--- src/rtl/regfile_wb_arbiter.sv ---
`default_nettype none
// ============================================================================
// Module  : regfile_wb_arbiter
// Purpose : Round-robin ALU/load write-back arbiter with pending-write scoreboard.
//           Optional forwarding ports under macro WB_BYPASS_EN.
// Revision: 1.0 - initial release
// ============================================================================
module regfile_wb_arbiter #(
  parameter logic [4:0] WB_UOP   = 5'd1,
  parameter logic [4:0] IDLE_UOP = 5'd0
) (
  input  logic        i_clock,
  input  logic        i_reset,
  input  logic        i_stall,
  input  logic        i_iss_valid,
  input  logic [3:0]  i_iss_sel,
  output logic        o_iss_ready,
  input  logic [3:0]  i_chk_sel_a,
  input  logic [3:0]  i_chk_sel_b,
  output logic        o_chk_hazard,
  input  logic        i_alu_valid,
  output logic        o_alu_ready,
  input  logic [3:0]  i_alu_sel,
  input  logic [31:0] i_alu_data,
  input  logic        i_alu_flags_we,
  input  logic [3:0]  i_alu_flags,
  input  logic        i_mem_valid,
  output logic        o_mem_ready,
  input  logic [3:0]  i_mem_sel,
  input  logic [31:0] i_mem_data,
  input  logic [3:0]  i_rf_cur_flags,
  output logic        o_rf_not_enable,
  output logic [4:0]  o_rf_uop,
  output logic [3:0]  o_rf_sel_in,
  output logic [31:0] o_rf_in_reg,
  output logic [3:0]  o_rf_in_flags,
  output logic [14:0] o_pending,
  output logic        o_err_bad_sel
`ifdef WB_BYPASS_EN
  ,
  output logic        o_byp_valid,
  output logic [3:0]  o_byp_sel,
  output logic [31:0] o_byp_data
`endif
);

  logic        r_last_mem;   // 1: MEM won the last contention, ALU is next
  logic [14:0] r_pending;

  logic [15:0] w_pend16;
  logic        w_grant_alu;
  logic        w_grant_mem;
  logic        w_acc_alu;
  logic        w_acc_mem;
  logic        w_contended;
  logic        w_wb_any;
  logic        w_wb_write;
  logic [3:0]  w_wb_sel;
  logic [31:0] w_wb_data;
  logic [3:0]  w_wb_flags;
  logic [14:0] w_clr;
  logic [14:0] w_set;
  logic        w_haz_a;
  logic        w_haz_b;

  assign w_pend16    = {1'b0, r_pending};
  assign w_contended = i_alu_valid && i_mem_valid;
  assign w_grant_alu = i_alu_valid && (!i_mem_valid || r_last_mem);
  assign w_grant_mem = i_mem_valid && (!i_alu_valid || !r_last_mem);
  assign o_alu_ready = !i_stall && w_grant_alu;
  assign o_mem_ready = !i_stall && w_grant_mem;
  assign w_acc_alu   = i_alu_valid && o_alu_ready;
  assign w_acc_mem   = i_mem_valid && o_mem_ready;

  assign w_wb_any   = w_acc_alu || w_acc_mem;
  assign w_wb_sel   = w_acc_alu ? i_alu_sel  : i_mem_sel;
  assign w_wb_data  = w_acc_alu ? i_alu_data : i_mem_data;
  assign w_wb_flags = (w_acc_alu && i_alu_flags_we) ? i_alu_flags : i_rf_cur_flags;
  assign w_wb_write = w_wb_any && (w_wb_sel != 4'd15);

  assign o_iss_ready = !i_stall && !w_pend16[i_iss_sel];
  assign w_clr = w_wb_write ? (15'd1 << w_wb_sel) : 15'd0;
  assign w_set = (i_iss_valid && o_iss_ready && (i_iss_sel != 4'd15)) ? (15'd1 << i_iss_sel) : 15'd0;

`ifdef WB_BYPASS_EN
  logic [15:0] w_clr16;

  assign o_byp_valid = !o_rf_not_enable;
  assign o_byp_sel   = o_rf_sel_in;
  assign o_byp_data  = o_rf_in_reg;
  assign w_clr16     = {1'b0, w_clr};
  // A clearing source already sitting in the forwarding stage is not a hazard.
  assign w_haz_a = w_pend16[i_chk_sel_a] &&
                   !(w_clr16[i_chk_sel_a] && o_byp_valid && (o_byp_sel == i_chk_sel_a));
  assign w_haz_b = w_pend16[i_chk_sel_b] &&
                   !(w_clr16[i_chk_sel_b] && o_byp_valid && (o_byp_sel == i_chk_sel_b));
`else
  assign w_haz_a = w_pend16[i_chk_sel_a];
  assign w_haz_b = w_pend16[i_chk_sel_b];
`endif

  assign o_chk_hazard = w_haz_a || w_haz_b;
  assign o_pending    = r_pending;

  always_ff @(posedge i_clock) begin
    if (i_reset) begin
      r_last_mem      <= 1'b1;
      r_pending       <= 15'd0;
      o_rf_not_enable <= 1'b1;
      o_rf_uop        <= IDLE_UOP;
      o_rf_sel_in     <= 4'd0;
      o_rf_in_reg     <= 32'd0;
      o_rf_in_flags   <= 4'd0;
      o_err_bad_sel   <= 1'b0;
    end else begin
      if (w_contended && w_wb_any)
        r_last_mem <= w_acc_mem;
      // Set is applied after clear so a same-edge reissue keeps the bit.
      r_pending <= (r_pending & ~w_clr) | w_set;
      if (w_wb_write) begin
        o_rf_not_enable <= 1'b0;
        o_rf_uop        <= WB_UOP;
        o_rf_sel_in     <= w_wb_sel;
        o_rf_in_reg     <= w_wb_data;
        o_rf_in_flags   <= w_wb_flags;
      end else begin
        o_rf_not_enable <= 1'b1;
        o_rf_uop        <= IDLE_UOP;
      end
      if (w_wb_any && (w_wb_sel == 4'd15))
        o_err_bad_sel <= 1'b1;
    end
  end

endmodule
`default_nettype wire
--- config.mk ---
export PLATFORM = sky130hd
export DESIGN_NAME = regfile_wb_arbiter
export DESIGN_NICKNAME = d
export VERILOG_FILES = /design/src/rtl/regfile_wb_arbiter.sv
export SDC_FILE = /design/constraint.sdc
export NUM_CORES = 1
export LEC_CHECK = 0
export BUFFER_PORTS_ARGS = -buffer_cell sky130_fd_sc_hd__buf_2
export CORE_MARGIN = 5
export CORE_UTILIZATION = 35
export CTS_BUF_LIST = sky130_fd_sc_hd__clkbuf_4
export DETAILED_ROUTE_END_ITERATION = 8
export PLACE_DENSITY = 0.6
export SKIP_CTS_REPAIR_TIMING = 1
export SYNTH_ARGS = -nofsm -noshare
export SYNTH_HDL_FRONTEND = slang
export SYNTH_SLANG_ARGS = --single-unit
--- constraint.sdc ---
create_clock -name i_clock -period 4.05 [get_ports i_clock]
set_input_delay 0.2025 -clock i_clock [delete_from_list [all_inputs] [get_ports i_clock]]
set_output_delay 0.2025 -clock i_clock [all_outputs]
set_load 0.01 [all_outputs]
==> flow_metrics.tcl <==
set metrics [dict create \
    pwr-share-clk 0.304 \
    ff_latch_area_um2 1181 \
    synth_cells 418 \
    synthTopCellsByCount "nand2_1 (81), dfxtp_1 (59), a31oi_1 (37), a311oi_1 (22)" \
    critPathRequiredTime_ns 3.85 \
    switching_share 0.3290 \
    drv_slew 0 \
    intPower_uw 947.7 \
    outcome "finished, final reports clean" \
    dieWidth_um 110.5 \
    pwr-share-seq 0.460 \
    dp_hpwl_um 8815 \
    r2r_cells 5 \
    drtAntennaViolNets 0 \
    dp_slack_ns 1.509 \
    worstPathArrival_ns 2.35 \
    clkLatencyLatePin_ns 0.41 \
    rsz0062_at_grt "false" \
    worstHoldEndpoint "o_rf_in_reg[8]$_SDFFE_PP0P_" \
    whs_path_depth 3 \
    leakage_nw 1.897 \
    synth_flop_cell "dfxtp_1" \
    rows 36 \
    worstSetupPathType "reg2out" \
    powerDensity_nw_per_um2 315.8 \
    synth_seq_cells 59 \
    cts_tree "yes" \
    clkTransAtPathRegs_ns 0.12 \
    timing.final.hold_violations 0 \
    avgRoutedWirePerCell_um 17.85 \
    startpoint_type "flip-flop" \
    syn-cell-area_um2 3533 \
    grt.overflow.total 0 \
    dieArea_um2 12200 \
    fin_skew_ns 0.01590 \
    min_from "i_alu_data[8]" \
    netSwitchingPower_uw 464.8 \
    cts_htree_levels 3 \
    reg2reg_from "r_last_mem$_SDFFE_PP1P_" \
    drt-initial-drc-count 337 \
    antenna_found_initial 0 \
    initial_core_util 0.3598 \
    cts_inserted_buffers 9 \
    finalWorstSetupSlack_ns 1.498 \
    grt_first_pass_wirelength_um 19680 \
    synth_top_area_frac 0.3343 \
    post-route-drc-count 0 \
    final_nets 651 \
    async_flop_share 0 \
    totalWireLength_um 12320 \
    setup_tns_ns 0 \
    maxSlewHeadroom 0.2528 \
    via_per_inst 5.713 \
    fin_crit_sh 0.6301 \
    cp-startpoint "r_last_mem$_SDFFE_PP1P_" \
    ys_seq_area_frac 0.3343 \
    period_needed_ns 2.552 \
    firstDrtPassIters 4 \
    cts_root_buffer "clkbuf_4" \
    synth_edf_count 0 \
    grt_usage 0.1929 \
    fmax_mhz 391.9 \
    grt_pass1_vias 3892 \
    synthToLayoutAreaGrowth_pct 26.56 \
    ys_types 54 \
    vias 3942 \
    cts_buffer_depth 2 \
    hold_class "in2reg" \
    yosysWarnings 0 \
    power_frac_comb 0.236 \
    maxCapViolations 0 \
    grt_max_degree 53 \
    fp.dieH_um 110.5 \
    ios 165 \
    yosys.area.top_type "dfxtp_1" \
    drive_gt1_frac 0.3752 \
    synth.most_common_cell "nand2_1" \
    cts.sinks 59 \
    syn_area_per_cell_um2 8.453 \
    rr_endpoint "o_rf_in_reg[15]$_SDFFE_PP0P_" \
    vdd_drop_max_mv 0.1477 \
    multi_input_comb_area_um2 2110 \
    ys_top_cells_by_area "dfxtp_1 (33%), nand2_1 (8.6%), a31oi_1 (6.6%)" \
    regToRegSetupSlack_ns 1.51 \
    fp.coreArea_um2 9819 \
    largest_reg_flops 32 \
    nFillCells 1027 \
    num_antenna_cells 0 \
    setup.worst_path.end_class "primary output" \
    gp_congestion 0.8636 \
    worstPathMaxFanout 35 \
    worstMarginPinSlew_ns 1.121 \
    port_buffers 160 \
    setup_viol 0 \
]
cell usage in the layout, fill, tap and decap left out, types with 3 or more instances in the layout:
cell / count
o32ai_1: 5
nor2_1: 7
or2_2: 3
buf_4: 4
a311oi_1: 22
clkbuf_4: 9
nor2b_1: 7
a211oi_1: 11
nand4_1: 13
mux2i_1: 12
a31oi_1: 37
o21ai_0: 10
nand2_1: 81
nor3_1: 3
a311oi_2: 10
nand3_1: 10
nand4b_1: 3
inv_1: 12
a221oi_1: 5
or3_1: 4
o211ai_1: 14
mux4_2: 7
nand3b_1: 5
conb_1: 4
buf_2: 160
dfxtp_1: 59
logic make-up (layout without fill, tap and decap cells):
kind of cell	after synthesis	count (layout)	synth area share
muxes	19	19	0.07861
DFF	59	59	0.3343
other	1	4	0.001061
xor gates and xnor gates	1	1	0.002479
AOI/OAI and AO/OA	132	132	0.2992
and+or+nand+nor	149	149	0.2068
buffers and inverters	57	193	0.07755
routing by layer:
metal	global-route usage	part of all wire	vias to the layer above
li1	-	-	1875
met1	0.2419	0.43	1873
met2	0.3188	0.48	177
met3	0.05197	0.077	17
met4	0.06650	0.017	0
met5	0	0	-
critical path, stage by stage, from the launching register on:
cell and delay (ns):
dfxtp_1 0.40, nand2b_1 0.45, nand2_2 0.07, buf_4 0.28, inv_2 0.47, buf_2 0.24
power groups by stage:
| stage | combinational, mW | sequential [mW] | clock (mW) |
|---|---|---|---|
| floorplan | 0.179 | 0.677 | 0 |
| global placement | 0.329 | 0.662 | 0 |
| detailed placement | 0.333 | 0.661 | 0 |
| CTS | 0.334 | 0.649 | 0.443 |
| global route | 0.366 | 0.656 | 0.465 |
| finish | 0.333 | 0.650 | 0.430 |
per-stage QoR:
step	hold WS [ns]	instances	power, mW	area (um2)	util
floorplan	0.3628	421	0.8560	3545	-
global placement	0.4486	674	0.9905	4337	0.4416
detailed placement	0.4567	674	0.9944	4337	0.4416
CTS	0.005421	690	1.426	4472	0.4554
global route	0.02800	690	1.486	4472	0.4554
finish	0.03953	690	1.412	4472	0.4554
how the worst max path moves through the flow:
stage / slack, ns / cells past startpoint / end
CTS: 1.47 / 5 / o_alu_ready
global placement: 1.57 / 7 / o_rf_in_reg[28]$_SDFFE_PP0P_
global route: 1.26 / 5 / o_alu_ready
finish: 1.50 / 5 / o_alu_ready
detailed placement: 1.51 / 7 / o_rf_in_reg[15]$_SDFFE_PP0P_
floorplan: 2.46 / 5 / o_iss_ready
layout make-up:
cell class,count,share of cell area
well taps,133,0.03721
multi-input cells,305,0.4717
clock inverters,7,0.01511
repair buffers,164,0.1858
clock buffers,9,0.01511
flip-flops and latches,59,0.2641
inverters,13,0.01091
(Power assumes the default switching activity.)
